## src/rtl/i2c_pkg.sv

```systemverilog
// Shared types and widths for the I2C transaction scheduler.
package i2c_pkg;

  localparam int unsigned ADDR_W = 7;
  localparam int unsigned DATA_W = 8;

  typedef enum logic [2:0] {
    StIdle,
    StStart,
    StAddrWait,
    StXfer,
    StAckWait,
    StStop,
    StDone
  } sched_state_t;

endpackage

```

## src/rtl/i2c_rr_arbiter.sv

```systemverilog
// One-hot round-robin arbiter. The search starts at the stored pointer, which
// advances to last grantee + 1 only when i_update is pulsed.
module i2c_rr_arbiter #(
  parameter int unsigned NUM_REQ = 2,
  localparam int unsigned IDX_W = $clog2(NUM_REQ)
) (
  input  logic               i_clk,
  input  logic               i_rst_n,
  input  logic [NUM_REQ-1:0] i_req,
  input  logic               i_update,
  input  logic [IDX_W-1:0]   i_last_idx,
  output logic [NUM_REQ-1:0] o_grant,
  output logic [IDX_W-1:0]   o_grant_idx
);

  localparam int unsigned SUM_W = IDX_W + 1;

  logic [IDX_W-1:0]   r_ptr;
  logic [NUM_REQ-1:0] w_rot;
  logic [IDX_W-1:0]   w_off;
  logic [SUM_W-1:0]   w_sum;
  logic               w_found;

  // Rotate so bit 0 is the requester at the pointer; lowest set bit wins.
  always_comb begin
    w_rot   = NUM_REQ'({i_req, i_req} >> r_ptr);
    w_found = |w_rot;
    w_off   = '0;
    for (int i = NUM_REQ - 1; i >= 0; i--) begin
      if (w_rot[i]) begin
        w_off = IDX_W'(i);
      end
    end
    w_sum = {1'b0, r_ptr} + {1'b0, w_off};
    if (w_sum >= SUM_W'(NUM_REQ)) begin
      w_sum = w_sum - SUM_W'(NUM_REQ);
    end
    o_grant_idx = w_sum[IDX_W-1:0];
    o_grant     = '0;
    for (int i = 0; i < NUM_REQ; i++) begin
      o_grant[i] = w_found && (o_grant_idx == IDX_W'(i));
    end
  end

  always_ff @(posedge i_clk or negedge i_rst_n) begin
    if (!i_rst_n) begin
      r_ptr <= '0;
    end else if (i_update) begin
      r_ptr <= (i_last_idx == IDX_W'(NUM_REQ - 1)) ? '0 : i_last_idx + 1'b1;
    end
  end

endmodule

```

## src/rtl/i2c_txn_sched.sv

```systemverilog
// Schedules write transactions from NUM_REQ requesters onto one I2C master.
// Optional watchdog: define I2C_SCHED_TIMEOUT_EN.
module i2c_txn_sched
  import i2c_pkg::*;
#(
  parameter int unsigned NUM_REQ     = 2,
  parameter int unsigned MAX_LEN     = 4,
  parameter int unsigned TIMEOUT_CYC = 64,
  localparam int unsigned LEN_W      = $clog2(MAX_LEN + 1),
  localparam int unsigned IDX_W      = $clog2(NUM_REQ)
) (
  input  logic                      i_scl_clk,
  input  logic                      i_rst_n,
  input  logic [NUM_REQ-1:0]        i_req_valid,
  input  logic [NUM_REQ*ADDR_W-1:0] i_req_addr,
  input  logic [NUM_REQ*LEN_W-1:0]  i_req_len,
  input  logic [NUM_REQ*DATA_W-1:0] i_req_data,
  output logic [NUM_REQ-1:0]        o_req_pop,
  output logic [NUM_REQ-1:0]        o_grant,
  output logic [NUM_REQ-1:0]        o_done,
  output logic [NUM_REQ-1:0]        o_nack,
  output logic                      o_timeout,
  output logic                      o_m_start,
  output logic                      o_m_stop,
  output logic [ADDR_W-1:0]         o_m_cfg_address,
  output logic [DATA_W-1:0]         o_m_tx_data,
  output logic                      o_m_tx_valid,
  input  logic                      i_m_tx_ready,
  input  logic                      i_m_busy,
  input  logic                      i_m_ack_valid,
  input  logic                      i_m_ack
);

  if (NUM_REQ < 2 || NUM_REQ > 8 || MAX_LEN < 1 || TIMEOUT_CYC < 1) begin : g_param_check
    $error("i2c_txn_sched: parameter out of range");
  end

  sched_state_t       r_state, w_state_d;
  logic [NUM_REQ-1:0] r_grant;
  logic [IDX_W-1:0]   r_idx;
  logic [ADDR_W-1:0]  r_addr;
  logic [LEN_W-1:0]   r_remaining;
  logic               r_nack;

  logic [ADDR_W-1:0]  w_addr [NUM_REQ];
  logic [LEN_W-1:0]   w_len  [NUM_REQ];
  logic [DATA_W-1:0]  w_data [NUM_REQ];

  logic [NUM_REQ-1:0] w_arb_grant;
  logic [IDX_W-1:0]   w_arb_idx;
  logic [LEN_W-1:0]   w_sel_len;
  logic               w_len_ok;
  logic               w_load, w_pop, w_set_nack, w_done;
  logic               w_timeout, w_wd_active;

  for (genvar g = 0; g < NUM_REQ; g++) begin : g_unpack
    assign w_addr[g] = i_req_addr[g*ADDR_W +: ADDR_W];
    assign w_len[g]  = i_req_len[g*LEN_W +: LEN_W];
    assign w_data[g] = i_req_data[g*DATA_W +: DATA_W];
  end

  i2c_rr_arbiter #(
    .NUM_REQ(NUM_REQ)
  ) u_arb (
    .i_clk      (i_scl_clk),
    .i_rst_n    (i_rst_n),
    .i_req      (i_req_valid),
    .i_update   (w_done),
    .i_last_idx (r_idx),
    .o_grant    (w_arb_grant),
    .o_grant_idx(w_arb_idx)
  );

  assign w_sel_len   = w_len[w_arb_idx];
  assign w_len_ok    = (w_sel_len != '0) && (w_sel_len <= LEN_W'(MAX_LEN));
  assign w_wd_active = (r_state == StAddrWait) || (r_state == StXfer) || (r_state == StAckWait);

`ifdef I2C_SCHED_TIMEOUT_EN
  localparam int unsigned CNT_W = $clog2(TIMEOUT_CYC + 1);

  logic [CNT_W-1:0] r_wd_cnt;

  always_ff @(posedge i_scl_clk or negedge i_rst_n) begin
    if (!i_rst_n) begin
      r_wd_cnt <= '0;
    end else if (r_state != w_state_d) begin
      r_wd_cnt <= '0;
    end else if (w_wd_active) begin
      r_wd_cnt <= r_wd_cnt + 1'b1;
    end
  end

  assign w_timeout = w_wd_active && (r_wd_cnt == CNT_W'(TIMEOUT_CYC));
`else
  assign w_timeout = 1'b0;
`endif

  always_comb begin
    w_state_d    = r_state;
    w_load       = 1'b0;
    w_pop        = 1'b0;
    w_set_nack   = 1'b0;
    w_done       = 1'b0;
    o_m_start    = 1'b0;
    o_m_stop     = 1'b0;
    o_m_tx_valid = 1'b0;
    o_m_tx_data  = '0;
    unique case (r_state)
      StIdle: begin
        if (|i_req_valid && !i_m_busy) begin
          w_load    = 1'b1;
          w_state_d = w_len_ok ? StStart : StDone;
        end
      end
      StStart: begin
        o_m_start = 1'b1;
        w_state_d = StAddrWait;
      end
      StAddrWait: begin
        if (w_timeout) begin
          w_set_nack = 1'b1;
          w_state_d  = StStop;
        end else if (i_m_ack_valid) begin
          w_set_nack = i_m_ack;
          w_state_d  = i_m_ack ? StStop : StXfer;
        end
      end
      StXfer: begin
        o_m_tx_valid = 1'b1;
        o_m_tx_data  = w_data[r_idx];
        if (w_timeout) begin
          w_set_nack = 1'b1;
          w_state_d  = StStop;
        end else if (i_m_tx_ready) begin
          w_pop     = 1'b1;
          w_state_d = StAckWait;
        end
      end
      StAckWait: begin
        if (w_timeout) begin
          w_set_nack = 1'b1;
          w_state_d  = StStop;
        end else if (i_m_ack_valid) begin
          w_set_nack = i_m_ack;
          w_state_d  = (i_m_ack || r_remaining == '0) ? StStop : StXfer;
        end
      end
      StStop: begin
        o_m_stop = 1'b1;
        if (!i_m_busy) begin
          w_state_d = StDone;
        end
      end
      StDone: begin
        w_done    = 1'b1;
        w_state_d = StIdle;
      end
      default: w_state_d = StIdle;
    endcase
  end

  always_ff @(posedge i_scl_clk or negedge i_rst_n) begin
    if (!i_rst_n) begin
      r_state     <= StIdle;
      r_grant     <= '0;
      r_idx       <= '0;
      r_addr      <= '0;
      r_remaining <= '0;
      r_nack      <= 1'b0;
    end else begin
      r_state <= w_state_d;
      if (w_load) begin
        r_grant     <= w_arb_grant;
        r_idx       <= w_arb_idx;
        r_addr      <= w_addr[w_arb_idx];
        r_remaining <= w_sel_len;
        r_nack      <= !w_len_ok;
      end else begin
        if (w_pop) begin
          r_remaining <= r_remaining - 1'b1;
        end
        if (w_set_nack) begin
          r_nack <= 1'b1;
        end
        if (w_done) begin
          r_grant <= '0;
        end
      end
    end
  end

  assign o_grant         = r_grant;
  assign o_req_pop       = w_pop ? r_grant : '0;
  assign o_done          = w_done ? r_grant : '0;
  assign o_nack          = (w_done && r_nack) ? r_grant : '0;
  assign o_timeout       = w_timeout;
  assign o_m_cfg_address = r_addr;

endmodule

```

## config.mk

```make
export PLATFORM = sky130hd
export DESIGN_NAME = i2c_txn_sched
export DESIGN_NICKNAME = d
export VERILOG_FILES = /design/src/rtl/i2c_pkg.sv /design/src/rtl/i2c_rr_arbiter.sv /design/src/rtl/i2c_txn_sched.sv
export SDC_FILE = /design/constraint.sdc
export NUM_CORES = 1
export LEC_CHECK = 0
export ABC_AREA = 1
export CORE_MARGIN = 4
export CORE_UTILIZATION = 40
export DETAILED_ROUTE_END_ITERATION = 7
export HOLD_SLACK_MARGIN = 0.06
export PLACE_DENSITY = 0.8
export SYNTH_ARGS = -nofsm -noshare
export SYNTH_HDL_FRONTEND = slang
export SYNTH_SLANG_ARGS = --single-unit
```

## constraint.sdc

```tcl
create_clock -name i_scl_clk -period 1.82 [get_ports i_scl_clk]
set_input_delay 0.182 -clock i_scl_clk [delete_from_list [all_inputs] [get_ports i_scl_clk]]
set_output_delay 0.182 -clock i_scl_clk [all_outputs]
set_load 0.02 [all_outputs]
```

==> results.txt <==
Worst r2r src -> r_state[1]
Reg-to-reg slack, setup -> 230 ps
Yosys cell types -> 32
Via-to-Cell Ratio -> 4.654
FILL cells -> 341
Worst Path Buf+Inv -> 4
Critical path fanouts, max -> 5
Count leader, synth -> nand2_1
Multi-input gate area -> 765.7 sq um
Mapped Cells -> 209
Final Cycle Share -> 0.9314
Worst path required time -> 1640 ps
Final Max Tran Viols -> 0
CP arrival -> 1510 ps
Root buffer cell -> clkbuf_4
Drc violations -> 0
Number of synthesized flops with an enable pin -> 0
Most frequent cells after synthesis -> nand2_1, inv_1, dfrtp_1
P per Cell Area -> 1282 mW/mm^2
Hold_buf cts -> 0
Max cap viols -> 0
Synth area leader -> dfrtp_1
Clock sink total -> 18
Clk slew on worst S/H paths -> 100 ps
#FFs+latches synth -> 18
Lkg Pwr -> 1.160 nW
Syn avg cell area -> 6.681 sq um
RD Place Congestion -> 0.8473
Global-route wire length before repair -> 6016 um
CTS tree -> done
Worst skew pair latency -> 280 ps
Cells taking the most area after synthesis -> dfrtp_1, nand2_1, inv_1
Slowest-stage cell, CP -> dfrtp_1
Aggregate global routing overflow -> 0
Crit path max-delay family -> buffers and inverters
Initial antenna violation count -> 0
Final worst slack -> 124.8 ps
H-tree depth -> 1
Die width -> 67.09 um
Max stage delay on crit path -> 430 ps
CP most frequent cell -> inv_1
Gr usage total -> 0.1707
Syn nets -> 255
Count of final setup violators -> 0
Share of cells above drive strength 1 -> 0.1888
I/O Buffers -> 69
Area of the core -> 0.003363 sq mm
Num CTS Buffers -> 3
Worst min path class -> primary input to asynchronous set/reset pin
Worst path cell trace -> inv_1 > nand2_2 > nor2_4 > buf_6 > nand2_1 > inv_1 > clkdlybuf4s15_2
Clk buf depth -> 2
Via Count -> 1545
Largest net degree at the start of global routing -> 19
Seq/Total Area, Yosys -> 0.3226
Post-layout util -> 0.6391
DP Worst Slack -> 2.205 ps
Instance count on the critical path -> 7
Status -> completed
Layout Nets -> 333
Vias in the first global route -> 1391
Crit Path Category -> flop to output port
Hpwl dp -> 3082 um
Max Clk Rate -> 0.5899 GHz
Most used DFF post-synth -> dfrtp_1
Cell row count -> 21
Total power -> 2.755 mW
Ports -> 71
Synth warn -> 0
Fin. Hold Viols -> 0
DRT Pass-1 Iters -> 4
Die ar. -> 0.004500 sq mm
Syn-to-layout area delta -> 53.94%
Reg area -> 450.4 sq um
Starting density of the core -> 0.4152
Drt total wl -> 3794 um
CP Capture Type -> output port
Synth top area share -> 0.3226
VDD IR-drop max -> 646.8 uV
Setup crit start kind -> flop
Crit path time final -> 1695 ps
Average wire per standard cell -> 11.43 um
DRT iter0 DRCs -> 69
RSZ-0062 raised after global routing -> true
R2r endpoint -> r_remaining[0]
Ys async rst share -> 1.000
Clock Skews -> 2.838 ps
Final ANT Viol Nets -> 0
Mapped Area -> 0.001396 sq mm
Vert. Die Dim -> 67.09 um
Cells on worst reg2reg path -> 9
Post-CTS Setup Repair Bufs -> 0
Antenna Cells -> 0
[power by group]
| group | total (mW) | switching [mW] | internal, mW |
|---|---|---|---|
| Sequential | 0.701 | 0.110 | 0.591 |
| Clock | 0.242 | 0.120 | 0.122 |
| Combinational | 1.81 | 1.06 | 0.754 |
[layer usage]
layer / wire length, um / share of wire / GRT usage / up-vias
li1: - / - / - / 804
met1: 1629 / 0.43 / 0.2037 / 683
met2: 1769 / 0.47 / 0.3067 / 56
met3: 380 / 0.10 / 0.03879 / 2
met4: 14 / 0.0037 / 0.03797 / 0
met5: 0 / 0 / 0 / -
[cell usage in the layout (no fill, tap or decap), drive strengths merged]
cell           synthesis  routed
nand2                 82      82
clkdlybuf4s50          0      52
inv                   33      33
o21ai                 24      24
nor2                  19      19
dfrtp                 18      18
buf                    6      17
nand3                 10      10
clkbuf                 0       9
nor3                   4       4
clkdlybuf4s15          0       3
ha                     2       2
o22ai                  2       2
a21oi                  2       2
clkinv                 1       1
o221ai                 1       1
nand3b                 1       1
and2                   1       1
a31oi                  1       1
a22oi                  1       1
conb                   1       1
dlymetal6s2s           0       1
dlygate4sd2            0       1
[through the flow]
stage,instance area (sq um),instances,TNS [ps],hold slack (ps)
CTS,2192,331,0,208.1
global placement,2155,327,0,471.3
global route,2150,332,-16.01,206.5
detailed placement,2155,327,0,481.4
floorplan,1396,209,0,-113.6
finish,2150,332,0,204.3
[area by class of cell]
cell class / count / area share
well taps: 46 / 0.02678
inverters: 34 / 0.06054
repair buffers: 79 / 0.3300
multi-input cells: 151 / 0.3562
clock buffers: 4 / 0.01688
flip-flops and latches: 18 / 0.2095
[cell families after synthesis]
kind of cell,Yosys count,synth area share
other,1,0.002686
adder cells (fa/ha/maj),2,0.01792
buffers and inverters,40,0.1344
AO/OA/AOI/OAI,31,0.1389
AND/OR/NAND/NOR,117,0.3835
flip-flops,18,0.3226
[how the worst max path moves through the flow]
stage                                end       start  slack (ps)
after floorplan             o_req_pop[0]  r_state[2]         420
after global placement    o_m_tx_data[3]  r_state[2]          60
after detailed placement  o_m_tx_data[0]  r_state[2]           2
after CTS                   o_req_pop[0]  r_state[2]           6
after global routing           o_done[1]  r_state[1]         -20
final                     o_m_tx_data[6]  r_state[2]         120
[worst register-to-register path, cell delays in order, from the launching register on]
cell and delay (ps):
dfrtp_1 440, buf_4 160, nor2_2 120, nand2_2 100, nor2_4 270, inv_4 150
nand2_1 80, o21ai_1 60, nand2_1 50, o21ai_1 50
[state kept, by name (all words and copies together), names as in the netlist]
register         flops
r_state              3
r_idx                1
o_m_cfg_address      7
r_remaining          3
o_grant              2
u_arb.r_ptr          1
r_nack               1
[repair_timing]
| action | in CTS | in global routing |
|---|---|---|
| resized for setup | 33 | 24 |
| gates cloned | 0 | 1 |
| endpoints found under the setup margin | 16 | 16 |
(Power assumes the default switching activity.)
==> RTL edit 1, RTL diff (same flow settings) <==
Re-encode `sched_state_t` (7 states) as one-hot, 7 bits wide.
--- a/src/rtl/i2c_pkg.sv
+++ b/src/rtl/i2c_pkg.sv
@@ -4,14 +4,14 @@
   localparam int unsigned ADDR_W = 7;
   localparam int unsigned DATA_W = 8;
 
-  typedef enum logic [2:0] {
-    StIdle,
-    StStart,
-    StAddrWait,
-    StXfer,
-    StAckWait,
-    StStop,
-    StDone
+  typedef enum logic [6:0] {
+    StIdle     = 7'b0000001,
+    StStart    = 7'b0000010,
+    StAddrWait = 7'b0000100,
+    StXfer     = 7'b0001000,
+    StAckWait  = 7'b0010000,
+    StStop     = 7'b0100000,
+    StDone     = 7'b1000000
   } sched_state_t;
 
 endpackage
Formal check against the unedited RTL: same outputs for any inputs over 10 cycles, from zero or initial values and one cycle with i_rst_n low; not proved beyond that.
==> RTL edit 1 against the unedited design <==
  * Largest power group unchanged
  * Critical path type unchanged
  * Non-clock buffer count increased by 11
  * The run now ends with negative setup slack left
  * Worst setup slack got worse by 0.13 ns
  * Sequential cell count increased by 4
  * Cell area increased by 11%
  * Routed wire length increased by 20%
  * Synthesized area increased by 6.7%
  * Power decreased by 3.3%
==> RTL edit 1: results (changes against the unedited design) <==
Post-Syn Instances 210 (+0.48%); Sum Neg Setup Slack -0.00613 ns (-0.00613 ns); worst r2r path cells 10 (+1); nonclk buf count 90 (+14%); fraction of area in multi-input gates 33.9% (-1.8 points); GR Layer Usage met2 31.1% (+0.47 points); first-pass GRT wire length 6.96 mm (+16%); dpl cell area 2330 um2 (+8.0%); final setup vio count 2 (+2); wire length on met3 339 um (-11%); met3 GRT Util 3.49% (-0.39 points); area delta synth->final 60.7%; footprint of the multi-input gates 811 um2 (+5.9%); vias per inst 4.83 (+3.8%); status finished with violations; P_sw 1.11 mW (-14%); placed cells 337 (+3.1%); Clock buf/inv share 2.30% (+0.61 points); worst path arrival time 1.64 ns (+0.13 ns); pre-CTS setup slack -0.109 ns (-0.111 ns); Root Driver clkbuf_8; Pint 1.55 mW (+5.8%); fin worst setup slack -0.00538 ns (-0.130 ns); failing checks negative setup slack; clk_skew 0.00321 ns (+0.000373 ns); Setup crit start r_state[1]
## RTL edit 1: cell types whose count changed after synthesis, sizes merged, moves of 2 or more
| cell | before | now |
|---|---|---|
| nand2 | 82 | 64 |
| a21oi | 2 | 10 |
| nand3 | 10 | 17 |
| nand4 | 0 | 7 |
| o21ai | 24 | 20 |
| dfrtp | 18 | 21 |
| buf | 6 | 4 |
| nor2 | 19 | 17 |
| nor3 | 4 | 6 |
| o22ai | 2 | 0 |
## RTL edit 1: how the worst min path moves through the flow
stage / endpoint / depth (start not counted) / startpoint / slack [ns]
final: r_remaining[2] / 2 / i_rst_n / 0.27
after global routing: r_remaining[0] / 2 / i_rst_n / 0.31
after CTS: r_remaining[2] / 2 / i_rst_n / 0.28
after detailed placement: o_m_cfg_address[3] / 2 / o_m_cfg_address[3] / 0.47
after global placement: o_m_cfg_address[6] / 2 / o_m_cfg_address[6] / 0.47
after floorplan: o_grant[0] / 0 / i_rst_n / -0.11
==> RTL edit 2, RTL diff (config.mk and constraints unchanged) <==
Made on the original files. Build with the macro `I2C_SCHED_TIMEOUT_EN` defined.
--- a/src/rtl/i2c_txn_sched.sv
+++ b/src/rtl/i2c_txn_sched.sv
@@ -1,5 +1,7 @@
 // Schedules write transactions from NUM_REQ requesters onto one I2C master.
 // Optional watchdog: define I2C_SCHED_TIMEOUT_EN.
+`define I2C_SCHED_TIMEOUT_EN
+
 module i2c_txn_sched
   import i2c_pkg::*;
 #(
Function: same outputs for any inputs over 10 cycles, from zero or initial values and one cycle with i_rst_n low; that may be too few to reach the edited logic, so the function may still have changed.
==> RTL edit 2 against the unedited design <==
  * Cell area grew 33%
  * Worst setup slack worse by 0.054 ns
  * Largest cell class unchanged
  * Routed wire length is 37% higher
  * Sequential cell count rose by 7
  * Power grew 26%
  * Non-clock buffer count grew 23
  * Synthesized area up 30%
  * Fmax shrank 3.1%
==> RTL edit 2: results (changes against the unedited design) <==
Pint 1.87 mW (+27%); met2 WL 2.53 mm (+43%); pre-CTS setup slack -0.0599 ns (-0.0621 ns); vias in the first global route 1955 (+41%); nonclk buf count 102 (+29%); Seq area share 22.0% (+1.1 points); Clk power 336 uW (+39%); leakage 1.45 nW (+25%); largest net degree at the start of global routing 26 (+7); met1 Use GR 22.2% (+1.8 points); placed cells 412 (+26%); PwrDens 1220 nW/um2 (-5.1%); Root Driver clkbuf_8; drt wl/cell 12.3 um (+8.0%); Crit Path Max Fanout 6 (+1); max incr delay on CP 0.45 ns (+0.02 ns); vias per inst 4.85 (+4.3%); clk_skew 0.00195 ns (-0.000884 ns); Fillers 384 (+13%); wire length on met3 490 um (+29%); met3 GRT Util 4.22% (+0.34 points); #MultiIn Comb 198 (+31%); Flop pwr share 25.7% (+0.3 points); Distinct cells, synth 29 (-9.4%); final core utilization 65.0% (+1.1 points); fraction of layout cells with a size suffix above 1 23.6% (+4.8 points); gpl congestion 0.914 (+7.9%); area fraction in compound gates after synthesis 8.97% (-4.9 points); status complete, no violations; dpl cell area 2760 um2 (+28%); Syn Nets 315 (+24%); WL met1 2.12 mm (+30%); GR Layer Usage met2 34.8% (+4.1 points); Non-clk invs 39 (+15%); Post-CTS Resized 20 (-39%); Clock buf/inv share 1.58% (-0.11 points); Layout non-clock buf frac 31.9% (-1.1 points); fraction of area in multi-input gates 37.1% (+1.5 points); synth top area cells dfrtp_1 34%, nand2_1 17%, inv_1 6.4%; Synth Area in Adders 2.76% (+0.97 points)
## RTL edit 2: cell types whose count changed in the layout (fill, tap and decap cells not counted), sizes merged, moves of 3 or more
cell / unedited run / this run
nand3: 10 / 17
buf: 17 / 34
nand4: 0 / 4
clkdlybuf4s15: 3 / 6
xor2: 0 / 6
inv: 33 / 38
nor2: 19 / 38
dfrtp: 18 / 25
nand2: 82 / 91
dlygate4sd2: 1 / 5
## RTL edit 2: final timing paths
kind | startpoint | cells past startpoint | slack, ns | to
min in group i_scl_clk | o_m_cfg_address[1] | 2 | 0.50 | o_m_cfg_address[1]
max in group asynchronous | i_rst_n | 2 | 1.28 | r_state[1]
worst min-delay path | i_rst_n | 2 | 0.28 | r_state[0]
worst max register to register | r_wd_cnt[1] | 13 | 0.09 | r_wd_cnt[3]
worst max-delay path | r_state[2] | 5 | 0.07 | o_nack[1]
worst min register to register | o_m_cfg_address[1] | 2 | 0.50 | o_m_cfg_address[1]
